[src/rtl/sseg_scan_mux_if.sv]
`timescale 1ns/1ps
`default_nettype none
// ----------------------------------------------------------------------------
// sseg_scan_mux_if : display data / load handshake and scan outputs.
// Revision: 1.0
// ----------------------------------------------------------------------------
interface sseg_scan_mux_if #(
    parameter int NUM_DIGITS = 4
) ();
    logic [4*NUM_DIGITS-1:0] din;
    logic [NUM_DIGITS-1:0]   dp_in;
    logic [NUM_DIGITS-1:0]   blank_in;
    logic                    load;
    logic [2:0]              brightness;
    logic [NUM_DIGITS-1:0]   an;
    logic [6:0]              sseg;
    logic                    dp;
    logic                    frame_start;
    logic                    load_ack;

    modport master (
        output din, dp_in, blank_in, load, brightness,
        input  an, sseg, dp, frame_start, load_ack
    );

    modport slave (
        input  din, dp_in, blank_in, load, brightness,
        output an, sseg, dp, frame_start, load_ack
    );
endinterface
`default_nettype wire

[src/rtl/sseg_scan_mux.sv]
`timescale 1ns/1ps
`default_nettype none
// ----------------------------------------------------------------------------
// sseg_scan_mux : multiplexed 7-segment scanner with frame-synchronous commit.
// Revision: 1.0
// ----------------------------------------------------------------------------
module sseg_scan_mux #(
    parameter int NUM_DIGITS  = 4,
    parameter int SLOT_CYCLES = 65536
) (
    input wire logic        clk,
    input wire logic        reset_n,
    sseg_scan_mux_if.slave  bus
);
    localparam int PRE_W = $clog2(SLOT_CYCLES);
    localparam int IDX_W = (NUM_DIGITS > 1) ? $clog2(NUM_DIGITS) : 1;
    localparam int LIM_W = PRE_W + 4;
    localparam logic [PRE_W-1:0] PRE_LAST = PRE_W'(SLOT_CYCLES - 1);
    localparam logic [IDX_W-1:0] IDX_LAST = IDX_W'(NUM_DIGITS - 1);
    localparam logic [LIM_W-1:0] EIGHTH   = LIM_W'(SLOT_CYCLES / 8);

    logic [PRE_W-1:0]        prescaler;
    logic [IDX_W-1:0]        idx;

    logic [4*NUM_DIGITS-1:0] pend_din;
    logic [NUM_DIGITS-1:0]   pend_dp;
    logic [NUM_DIGITS-1:0]   pend_blank;
    logic                    pending;

    logic [4*NUM_DIGITS-1:0] disp_din;
    logic [NUM_DIGITS-1:0]   disp_dp;
    logic [NUM_DIGITS-1:0]   disp_blank;

    logic [NUM_DIGITS-1:0]   an_q;
    logic [6:0]              sseg_q;
    logic                    dp_q;
    logic                    frame_start_q;
    logic                    load_ack_q;

    logic                    slot_end;
    logic                    frame_end;
    logic [LIM_W-1:0]        on_limit;
    logic                    on_window;
    logic [3:0]              cur_hex;
    logic                    cur_dp;
    logic                    cur_blank;
    logic [NUM_DIGITS-1:0]   onehot;
    logic                    lit;
    logic [6:0]              seg_code;

    assign slot_end  = (prescaler == PRE_LAST);
    assign frame_end = slot_end && (idx == IDX_LAST);
    // Window length in slot eighths; LIM_W leaves headroom for 8 * (SLOT_CYCLES/8).
    assign on_limit  = (LIM_W'(bus.brightness) + LIM_W'(1)) * EIGHTH;
    assign on_window = (LIM_W'(prescaler) < on_limit);

    always_comb begin
        cur_hex   = 4'h0;
        cur_dp    = 1'b0;
        cur_blank = 1'b1;
        onehot    = '0;
        for (int k = 0; k < NUM_DIGITS; k++) begin
            if (idx == IDX_W'(k)) begin
                cur_hex   = disp_din[4*k +: 4];
                cur_dp    = disp_dp[k];
                cur_blank = disp_blank[k];
                onehot[k] = 1'b1;
            end
        end
    end

    assign lit = on_window && !cur_blank;

    always_comb begin
        seg_code = 7'b1111111;
        case (cur_hex)
            4'h0: seg_code = 7'b0000001;
            4'h1: seg_code = 7'b1001111;
            4'h2: seg_code = 7'b0010010;
            4'h3: seg_code = 7'b0000110;
            4'h4: seg_code = 7'b1001100;
            4'h5: seg_code = 7'b0100100;
            4'h6: seg_code = 7'b0100000;
            4'h7: seg_code = 7'b0001111;
            4'h8: seg_code = 7'b0000000;
            4'h9: seg_code = 7'b0000100;
            4'hA: seg_code = 7'b0001000;
            4'hB: seg_code = 7'b1100000;
            4'hC: seg_code = 7'b0110001;
            4'hD: seg_code = 7'b1000010;
            4'hE: seg_code = 7'b0110000;
            4'hF: seg_code = 7'b0111000;
            default: seg_code = 7'b1111111;
        endcase
    end

    always_ff @(posedge clk or negedge reset_n) begin
        if (!reset_n) begin
            prescaler <= '0;
            idx       <= '0;
        end else if (slot_end) begin
            prescaler <= '0;
            idx       <= (idx == IDX_LAST) ? '0 : idx + IDX_W'(1);
        end else begin
            prescaler <= prescaler + PRE_W'(1);
        end
    end

    // Commit takes the old pending contents even when a load lands on the
    // same edge; that load then waits in pending for the next boundary.
    always_ff @(posedge clk or negedge reset_n) begin
        if (!reset_n) begin
            pend_din   <= '0;
            pend_dp    <= '0;
            pend_blank <= '1;
            pending    <= 1'b0;
            disp_din   <= '0;
            disp_dp    <= '0;
            disp_blank <= '1;
        end else begin
            if (frame_end && pending) begin
                disp_din   <= pend_din;
                disp_dp    <= pend_dp;
                disp_blank <= pend_blank;
            end
            if (bus.load) begin
                pend_din   <= bus.din;
                pend_dp    <= bus.dp_in;
                pend_blank <= bus.blank_in;
                pending    <= 1'b1;
            end else if (frame_end) begin
                pending    <= 1'b0;
            end
        end
    end

    always_ff @(posedge clk or negedge reset_n) begin
        if (!reset_n) begin
            an_q          <= '1;
            sseg_q        <= 7'b1111111;
            dp_q          <= 1'b1;
            frame_start_q <= 1'b0;
            load_ack_q    <= 1'b0;
        end else begin
            an_q          <= lit ? ~onehot : '1;
            sseg_q        <= lit ? seg_code : 7'b1111111;
            dp_q          <= lit ? ~cur_dp : 1'b1;
            frame_start_q <= (prescaler == '0) && (idx == '0);
            load_ack_q    <= frame_end && pending;
        end
    end

    assign bus.an          = an_q;
    assign bus.sseg        = sseg_q;
    assign bus.dp          = dp_q;
    assign bus.frame_start = frame_start_q;
    assign bus.load_ack    = load_ack_q;
endmodule
`default_nettype wire

[src/flat_wrapper.sv]
// flat-port wrapper written by rule: the top's interface ports become plain ports
module sseg_scan_mux_flat 
#(
    parameter int NUM_DIGITS  = 4,
    parameter int SLOT_CYCLES = 65536
)
  (clk, reset_n, bus_din, bus_dp_in, bus_blank_in, bus_load, bus_brightness, bus_an, bus_sseg, bus_dp, bus_frame_start, bus_load_ack);
  sseg_scan_mux_if #(.NUM_DIGITS(NUM_DIGITS)) bus_i ();
  input wire logic clk;
  input wire logic reset_n;
  input wire logic [$bits(bus_i.din)-1:0] bus_din;
  input wire logic [$bits(bus_i.dp_in)-1:0] bus_dp_in;
  input wire logic [$bits(bus_i.blank_in)-1:0] bus_blank_in;
  input wire logic [$bits(bus_i.load)-1:0] bus_load;
  input wire logic [$bits(bus_i.brightness)-1:0] bus_brightness;
  output wire logic [$bits(bus_i.an)-1:0] bus_an;
  output wire logic [$bits(bus_i.sseg)-1:0] bus_sseg;
  output wire logic [$bits(bus_i.dp)-1:0] bus_dp;
  output wire logic [$bits(bus_i.frame_start)-1:0] bus_frame_start;
  output wire logic [$bits(bus_i.load_ack)-1:0] bus_load_ack;
  assign bus_i.din = bus_din;
  assign bus_i.dp_in = bus_dp_in;
  assign bus_i.blank_in = bus_blank_in;
  assign bus_i.load = bus_load;
  assign bus_i.brightness = bus_brightness;
  assign bus_an = bus_i.an;
  assign bus_sseg = bus_i.sseg;
  assign bus_dp = bus_i.dp;
  assign bus_frame_start = bus_i.frame_start;
  assign bus_load_ack = bus_i.load_ack;
  sseg_scan_mux #(.NUM_DIGITS(NUM_DIGITS), .SLOT_CYCLES(SLOT_CYCLES)) u_core (.clk(clk), .reset_n(reset_n), .bus(bus_i));
endmodule
[config.mk]
export PLATFORM = sky130hd
export DESIGN_NAME = sseg_scan_mux_flat
export DESIGN_NICKNAME = d
export VERILOG_FILES = /design/src/rtl/sseg_scan_mux_if.sv /design/src/rtl/sseg_scan_mux.sv /design/src/flat_wrapper.sv
export SDC_FILE = /design/constraint.sdc
export NUM_CORES = 1
export LEC_CHECK = 0
export ABC_AREA = 1
export CAP_MARGIN = 20
export CORE_ASPECT_RATIO = 0.75
export CORE_UTILIZATION = 56
export CTS_CLUSTER_SIZE = 16
export DETAILED_ROUTE_END_ITERATION = 10
export GPL_TIMING_DRIVEN = 0
export PLACE_DENSITY = 0.79
export SETUP_SLACK_MARGIN = 0.4
export SLEW_MARGIN = 20
export SYNTH_ARGS = -nofsm -noshare
export SYNTH_HDL_FRONTEND = slang
export SYNTH_SLANG_ARGS = --single-unit
[constraint.sdc]
create_clock -name clk -period 2.8 [get_ports clk]
set_input_delay 0.7 -clock clk [delete_from_list [all_inputs] [get_ports clk]]
set_output_delay 0.7 -clock clk [all_outputs]
set_load 0.005 [all_outputs]
==> impl.org <==
** Synth
- Most used DFF post-synth :: sky130_fd_sc_hd__dfrtp_1
- The commonest cells after synthesis are 124 x sky130_fd_sc_hd__nand2_1, 61 x sky130_fd_sc_hd__dfrtp_1, 50 x sky130_fd_sc_hd__nand3_1.
- Share of the synthesized area in the top cell type :: 38.6%
- Number of warnings printed during yosys synthesis :: 0
- When the netlist entered floorplanning its net count stood at 470.
- Largest area contributor in the netlist :: sky130_fd_sc_hd__dfrtp_1
- The number of different library cells used by synthesis comes to 30.
- Number of enable-type register cells in the synthesized netlist :: 0
- Fraction of registers with async set or reset after synthesis :: 100%
- The synthesized design contains between 80 and 90 register bits.
- Yosys instantiated no cell more often than sky130_fd_sc_hd__nand2_1.
- Cell count after synthesis :: 425
- Netlist area before placement :: 3960 um2
- Dividing the synthesized area by the synthesized cell count gives 9.31 um2.
- The share of the Yosys chip area taken by registers is 51.9%.
- After synthesis, the cell types taking the most area are sky130_fd_sc_hd__dfrtp_1 39%, sky130_fd_sc_hd__dfstp_2 13%, sky130_fd_sc_hd__nand2_1 12%.

** Detailed routing
- The count of nets left with antenna violations once routing finished came out at 0.
- After detailed routing, the average wire length per cell comes to roughly 14 um.
- DRC viols :: 0
- DR iter-0 viols :: 169
- Per-cell via count in the routed design :: 5.30
- Wirelength, routed :: 7710 um
- The first detailed-routing pass ran for 5 iterations.
- DR vias :: 3,012

** Layout
- The net count of the finished layout is 524.
- Share of post-route cells with drive strength above 1 :: between 15 and 20%
- The finished layout holds 568 standard cells, fillers aside.
- Final design utilization :: 69.5%
- 0 antenna diodes ended up in the layout.
- Final instance area :: between 4000 and 5000 um2
- Synthesis-to-finish area growth :: 20.0%

** Die
- The floorplan has 26 rows.
- Once the floorplan was initialized, standard cells occupied 57.9% of the core.
- Height of the chip :: roughly 75 um
- The floorplan step set the die width to 99.1 um.
- Core region area :: 6830 um2
- The floorplan step defined a die boundary enclosing 7410 um2.
- Pin placement for this block handled 44 I/O pins.

** Timing
- Number of slew-limit violations in the final report :: 0
- For the pin with the worst max-slew slack, the measured transition is roughly 0.54 ns.
- Highest attainable clock frequency :: between 0.4 and 0.5 GHz
- Setup violations remaining at the end of the flow were counted as 0.
- The final critical path takes up 80.1% of the cycle.
- Final clock skew :: 0.00627 ns
- Final Hold Viols :: 0
- Worst hold slack after final layout :: 0.246 ns
- The worst path in the final design needs a cycle of 2.24 ns, including I/O delays and setup.
- Unrepaired setup endpoints after global routing :: false
- Headroom to the max-slew limit :: 64.3%

** Pwr
- Pwr per Cell Area :: 485 nW/um2
- Leakage :: 2.32 nW
- Worst-case vdd ir drop :: 0.363 mV
- Summing internal, switching and leakage power gives approximately 0.0023 W.

** Global routing
- Largest net degree at the start of global routing :: 59
- Summed over all layers, the global routing overflow is 0.
- Met3 track demand over resource in global routing :: slightly above 6%
- Overall routing resource usage :: a little under a quarter
- The number of global-route vias before repair was just under 3,000.
- The initial antenna violation count came to 0.
- The first global-routing pass estimated approximately 13,000 um of wire.
- After global routing, the most crowded layer is met2.
- Met1 track demand over resource in global routing :: approximately 30%
- For this run, global-route usage on met2 was measured as between 30% and 40%.

** Worst setup path
- Req. time, crit path :: 3.06 ns
- Walking the worst path, the cells encountered are clkdlybuf4s50_1 > ha_1 > xnor2_1 > ha_1 > a21oi_1 > nand2_1 > nand2_1 > nand3_4 > inv_4 > nand3_1.
- Max stage delay on crit path :: 0.45 ns
- Arrival time reported for the critical path endpoint :: 2.51 ns
- Endpoint class of the critical path :: flip-flop
- Along the worst path, the maximum fanout reaches 8.
- Nature of the critical path startpoint :: input port
- Worst setup path class :: in -> reg
- On the critical path, the stage with the largest delay is an instance of sky130_fd_sc_hd__clkdlybuf4s50_1.

** Placed design
- Instance area at placement :: between 4000 and 5000 um2
- Counting tap cells, the placed design contains a total of between 500 and 600 instances.
- At the end of routability-driven placement, the weighted congestion stood at 0.902.
- After legalization and detailed placement, the total HPWL measured between 5000 and 6000 um.
- Number of input and output port buffers inserted :: 42

** Clock network
- The clock passes through at most 2 buffers.
- TritonCTS built the clock tree.
- Depth of the CTS H-tree :: 3
- TritonCTS sink count :: 81
- Total clock buffers created by CTS :: 9
- Clock network latency to the later pin of the worst-skew pair :: 0.34 ns
- The root buffer cell chosen for the clock tree is sky130_fd_sc_hd__clkbuf_8.
- Clock edge transition at the registers on the reported setup and hold paths :: 0.08 ns

** Outcome
- The run finished with clean final reports.

** Job
- Max-cap violations :: 0

** Hold path
- Path type of the worst min-delay path :: in -> async
[what timing repair did]
item | in CTS | in global routing
pin swaps | 0 | 0
setup buffers | 0 | 0
resized for setup | 2 | 7
hold buffers | 0 | 0
setup endpoints to repair | 7 | 12
[kinds of logic after synthesis]
| kind of cell | count (synthesis) | synth area share (%) |
|---|---|---|
| and+or+nand+nor | 229 | 25.5 |
| muxes | 24 | 6.83 |
| adders and majority gates | 15 | 4.74 |
| xor gates and xnor gates | 13 | 2.88 |
| buffers and inverters | 43 | 5.31 |
| DFF | 81 | 51.9 |
| AOI/OAI and AO/OA | 20 | 2.91 |
[worst max-delay path, delay by kind of cell]
| family | cells | cell delay [ns] |
|---|---|---|
| adders and majority gates | 2 | 0.50 |
| buffers and inverters | 2 | 0.56 |
| AOI/OAI and AO/OA | 1 | 0.16 |
| and+or+nand+nor | 4 | 0.43 |
| xor gates and xnor gates | 1 | 0.16 |
[cells in the final DEF (no fill, tap or decap), types with 3 or more instances in the layout]
cell and instances:
sky130_fd_sc_hd__a21oi_1 10, sky130_fd_sc_hd__buf_1 4, sky130_fd_sc_hd__buf_2 3, sky130_fd_sc_hd__buf_6 6, sky130_fd_sc_hd__clkbuf_8 9, sky130_fd_sc_hd__clkdlybuf4s50_1 41, sky130_fd_sc_hd__dfrtp_1 61, sky130_fd_sc_hd__dfstp_2 20
sky130_fd_sc_hd__ha_1 15, sky130_fd_sc_hd__inv_1 24, sky130_fd_sc_hd__mux2_2 24, sky130_fd_sc_hd__nand2_1 124, sky130_fd_sc_hd__nand3_1 49, sky130_fd_sc_hd__nand3_4 3, sky130_fd_sc_hd__nor2_1 37, sky130_fd_sc_hd__nor3_1 6
sky130_fd_sc_hd__o211ai_1 3, sky130_fd_sc_hd__o21ai_0 3, sky130_fd_sc_hd__xnor2_1 5, sky130_fd_sc_hd__xor2_1 8
[power by group]
part / internal (W) / switching (W)
combinational: 0.0000860 / 0.0000561
sequential: 0.00122 / 0.0000214
clock: 0.000505 / 0.000417
[routing by layer]
metal,vias up,wire length [um]
met4,0,42
met5,-,0
met2,103,3530
met1,1424,3670
li1,1481,-
met3,4,467
[path summary, 6_finish.rpt]
check	start	to	slack (ns)	cells past startpoint
worst max-delay path	bus_brightness[0]	u_core.bus.sseg[4]	0.56	10
worst min-delay path	reset_n	u_core.prescaler[4]	0.25	1
worst max register to register	u_core.idx[1]	u_core.bus.sseg[3]	0.56	12
worst min register to register	u_core.disp_blank[2]	u_core.disp_blank[2]	0.47	2
max in group asynchronous	reset_n	u_core.pend_blank[1]	1.94	2
min in group clk	u_core.disp_blank[2]	u_core.disp_blank[2]	0.47	2
[layout make-up]
class	instances	area, um2
buffer	15	106
clock buffer	10	128
clock inverter	6	92.6
fill	511	2080
inverter	28	109
multi-input combinational	301	1710
sequential	81	2050
tap	84	105
timing repair buffer	43	445
[state kept, by name, summed over array words and instances (netlist names)]
register                flops
u_core.bus.frame_start      1
u_core.pend_blank           4
u_core.disp_din            16
u_core.pend_din            16
u_core.pend_dp              4
u_core.idx                  2
u_core.bus.dp               1
u_core.disp_blank           4
u_core.bus.load_ack         1
u_core.disp_dp              4
u_core.prescaler           16
u_core.pending              1
u_core.bus.an               4
u_core.bus.sseg             7
[per-stage QoR]
stage	worst slack, ns	TNS [ns]
3_5_place_dp	0.0157	0
3_3_place_gp	-1.72	-120.36
4_1_cts	0.406	0
6_report	0.557	0
2_1_floorplan	0.794	0
5_1_grt	0.407	0
No activity file was read; power rests on OpenSTA's default activity.
==> edit, RTL diff (same settings) <==
`SLOT_CYCLES` is set to 65536 in 2 places; all go to 131072.
--- a/src/rtl/sseg_scan_mux.sv
+++ b/src/rtl/sseg_scan_mux.sv
@@ -6,7 +6,7 @@
 // ----------------------------------------------------------------------------
 module sseg_scan_mux #(
     parameter int NUM_DIGITS  = 4,
-    parameter int SLOT_CYCLES = 65536
+    parameter int SLOT_CYCLES = 131072
 ) (
     input wire logic        clk,
     input wire logic        reset_n,
--- a/src/flat_wrapper.sv
+++ b/src/flat_wrapper.sv
@@ -2,7 +2,7 @@
 module sseg_scan_mux_flat 
 #(
     parameter int NUM_DIGITS  = 4,
-    parameter int SLOT_CYCLES = 65536
+    parameter int SLOT_CYCLES = 131072
 )
   (clk, reset_n, bus_din, bus_dp_in, bus_blank_in, bus_load, bus_brightness, bus_an, bus_sseg, bus_dp, bus_frame_start, bus_load_ack);
   sseg_scan_mux_if #(.NUM_DIGITS(NUM_DIGITS)) bus_i ();
Behaviour: same outputs for any inputs over 10 cycles, from zero or initial values and one cycle with reset_n low; that may be too few to reach the edited logic, so the function may still have changed.
==> edit against the original RTL <==
Routed wire length grew 3.9%; combinational power grew 9.9%; power shrank 1.8%; area after synthesis shrank 0.54%; clock power shrank 5.7%; die area shrank 0.52%; utilization grew 0.61 points; critical path depth grew 1; final area grew 0.40%; sequential cell count grew 1; worst setup slack lost 72 ps; largest cell class unchanged.
==> edit: results (changes against the original RTL) <==
- Share of post-route cells with drive strength above 1: 18.3% (+0.48 points)
- Net count after synthesis: 496 (+5.5%)
- Placed insts: 577 (+4.5%)
- Post-DP Area: 0.00449 sq mm (-0.47%)
- Clk_lat worst skew: 370 ps (+30 ps)
- Top flop regs: u_core.prescaler (17), u_core.disp_din (16), u_core.pend_din (16)
- First-pass GRT wire length: 13400 microns (+0.25%)
- Outcome: complete, no violations
- Vias post-DR: 3119 (+3.6%)
- Internal Power: 1730 uW (-4.7%)
- Sequential area share after synthesis: 52.8% (+0.92 points)
- Vias in the first global route: 2872 (-2.4%)
- DPL Wire Length: 5760 microns (+3.9%)
- Synth unique cells: 35 (+17%)
- Hold WS: 232 ps (-14.1 ps)
- Clk_skew: 13.4 ps (+7.17 ps)
- Maximum VDD drop: 0.000273 V (-25%)
- GRT Resource Usage Total: 23.8% (+0.54 points)
- Syn Area/Cell: 8.74 sq um (-6.1%)
- Worst setup startpoint: bus_brightness[1]
- Synth top area cells: dfrtp_1 (39%), dfstp_2 (13%), nand2_1 (10%), ha_1 (5.1%), inv_1 (4.2%)
- Max Fanout on Critical Path: 10 (+2)
- Leak: 0.00226 uW (-2.9%)
- Worst R2R End: u_core.disp_din[13]$_DFFE_PN0P_
- GPL Wtd Cong: 0.859 (-4.7%)
- Worst Path Arrival: 2570 ps (+60 ps)
- Routed wire length per instance: 13.4 microns (-1.4%)
- FF-to-FF path depth: 14 (+2)
- Post-synth top cells: nand2_1 (110), dfrtp_1 (62), inv_1 (44)
- Largest net degree at the start of global routing: 60 (+1.7%)
edit: changes by cell type after synthesis, moves of 8 or more:
cell     unedited run  this run
inv_1              25        44
inv_2               2        12
mux2_2             24         1
nand2_1           124       110
nand3_1            50        22
nor2_1             37        29
o21ai_0             4        33
o21ai_1             0        28
edit: logic make-up (layout without fill, tap and decap cells):
| kind of cell | count (synthesis) | count (layout) | synth area share, % |
|---|---|---|---|
| AOI/OAI and AO/OA | 84 | 84 | 11.1 |
| xor gates and xnor gates | 4 | 4 | 0.890 |
| adders and majority gates | 16 | 16 | 5.09 |
| buffers and inverters | 73 | 138 | 8.01 |
| DFF | 82 | 82 | 52.8 |
| muxes | 1 | 1 | 0.286 |
| and+or+nand+nor | 190 | 190 | 21.8 |
edit: worst register-to-register path: stages (launching register included):
cell	delay (ps)
dfrtp_1	410
ha_4	170
nand2_2	60
nor2_4	160
nand2_4	80
nor2_4	120
nand2_2	90
nor4_2	150
ha_2	230
nand2_2	90
nor2_4	130
inv_2	90
buf_2	190
nand2_1	70
o21ai_1	70
edit: what timing repair did:
| item | in CTS | in global routing |
|---|---|---|
| gates cloned | 0 | 0 |
| pin swaps | 1 | 7 |
| hold endpoints to repair | 0 | 0 |
| setup endpoints to repair | 23 | 33 |
| gates resized for setup | 2 | 9 |
| buffers inserted | 2 | 4 |
edit: worst max path at each step:
stage	to	slack, ps	depth (start not counted)
2_1_floorplan	u_core.disp_din[13]$_DFFE_PN0P_	710	14
3_3_place_gp	u_core.pend_din[11]$_DFFE_PN0P_	-1770	1
3_5_place_dp	u_core.bus.dp$_DFF_PN1_	90	11
4_1_cts	u_core.disp_din[13]$_DFFE_PN0P_	440	14
5_1_grt	u_core.disp_dp[0]$_DFFE_PN0P_	390	14
6_report	u_core.bus.dp$_DFF_PN1_	490	11
edit: final cells by class:
type | instances | area (sq um)
Sequential cell | 82 | 2080
Fill cell | 566 | 2030
Clock inverter | 6 | 73.8
Tap cell | 84 | 105
Multi-Input combinational cell | 295 | 1570
Clock buffer | 10 | 128
Timing Repair Buffer | 49 | 493
Buffer | 15 | 96.3
Inverter | 58 | 223
edit: power groups by stage:
stage	Clock, uW	Combinational, uW	Sequential [uW]
6_report	869	156	1240
5_1_grt	948	176	1240
4_1_cts	889	157	1240
3_5_place_dp	0	156	1260
3_3_place_gp	0	147	1260
2_1_floorplan	0	56.5	1260
edit: metal layers:
| metal | global-route usage (%) | wire (microns) | part of all wire (%) | vias to the layer above |
|---|---|---|---|---|
| met5 | 0 | 0 | 0 | - |
| met1 | 32.0 | 3840 | 48 | 1450 |
| met3 | 7.14 | 429 | 5.4 | 9 |
| met4 | 6.30 | 68 | 0.85 | 0 |
| li1 | - | - | - | 1557 |
| met2 | 38.4 | 3680 | 46 | 103 |
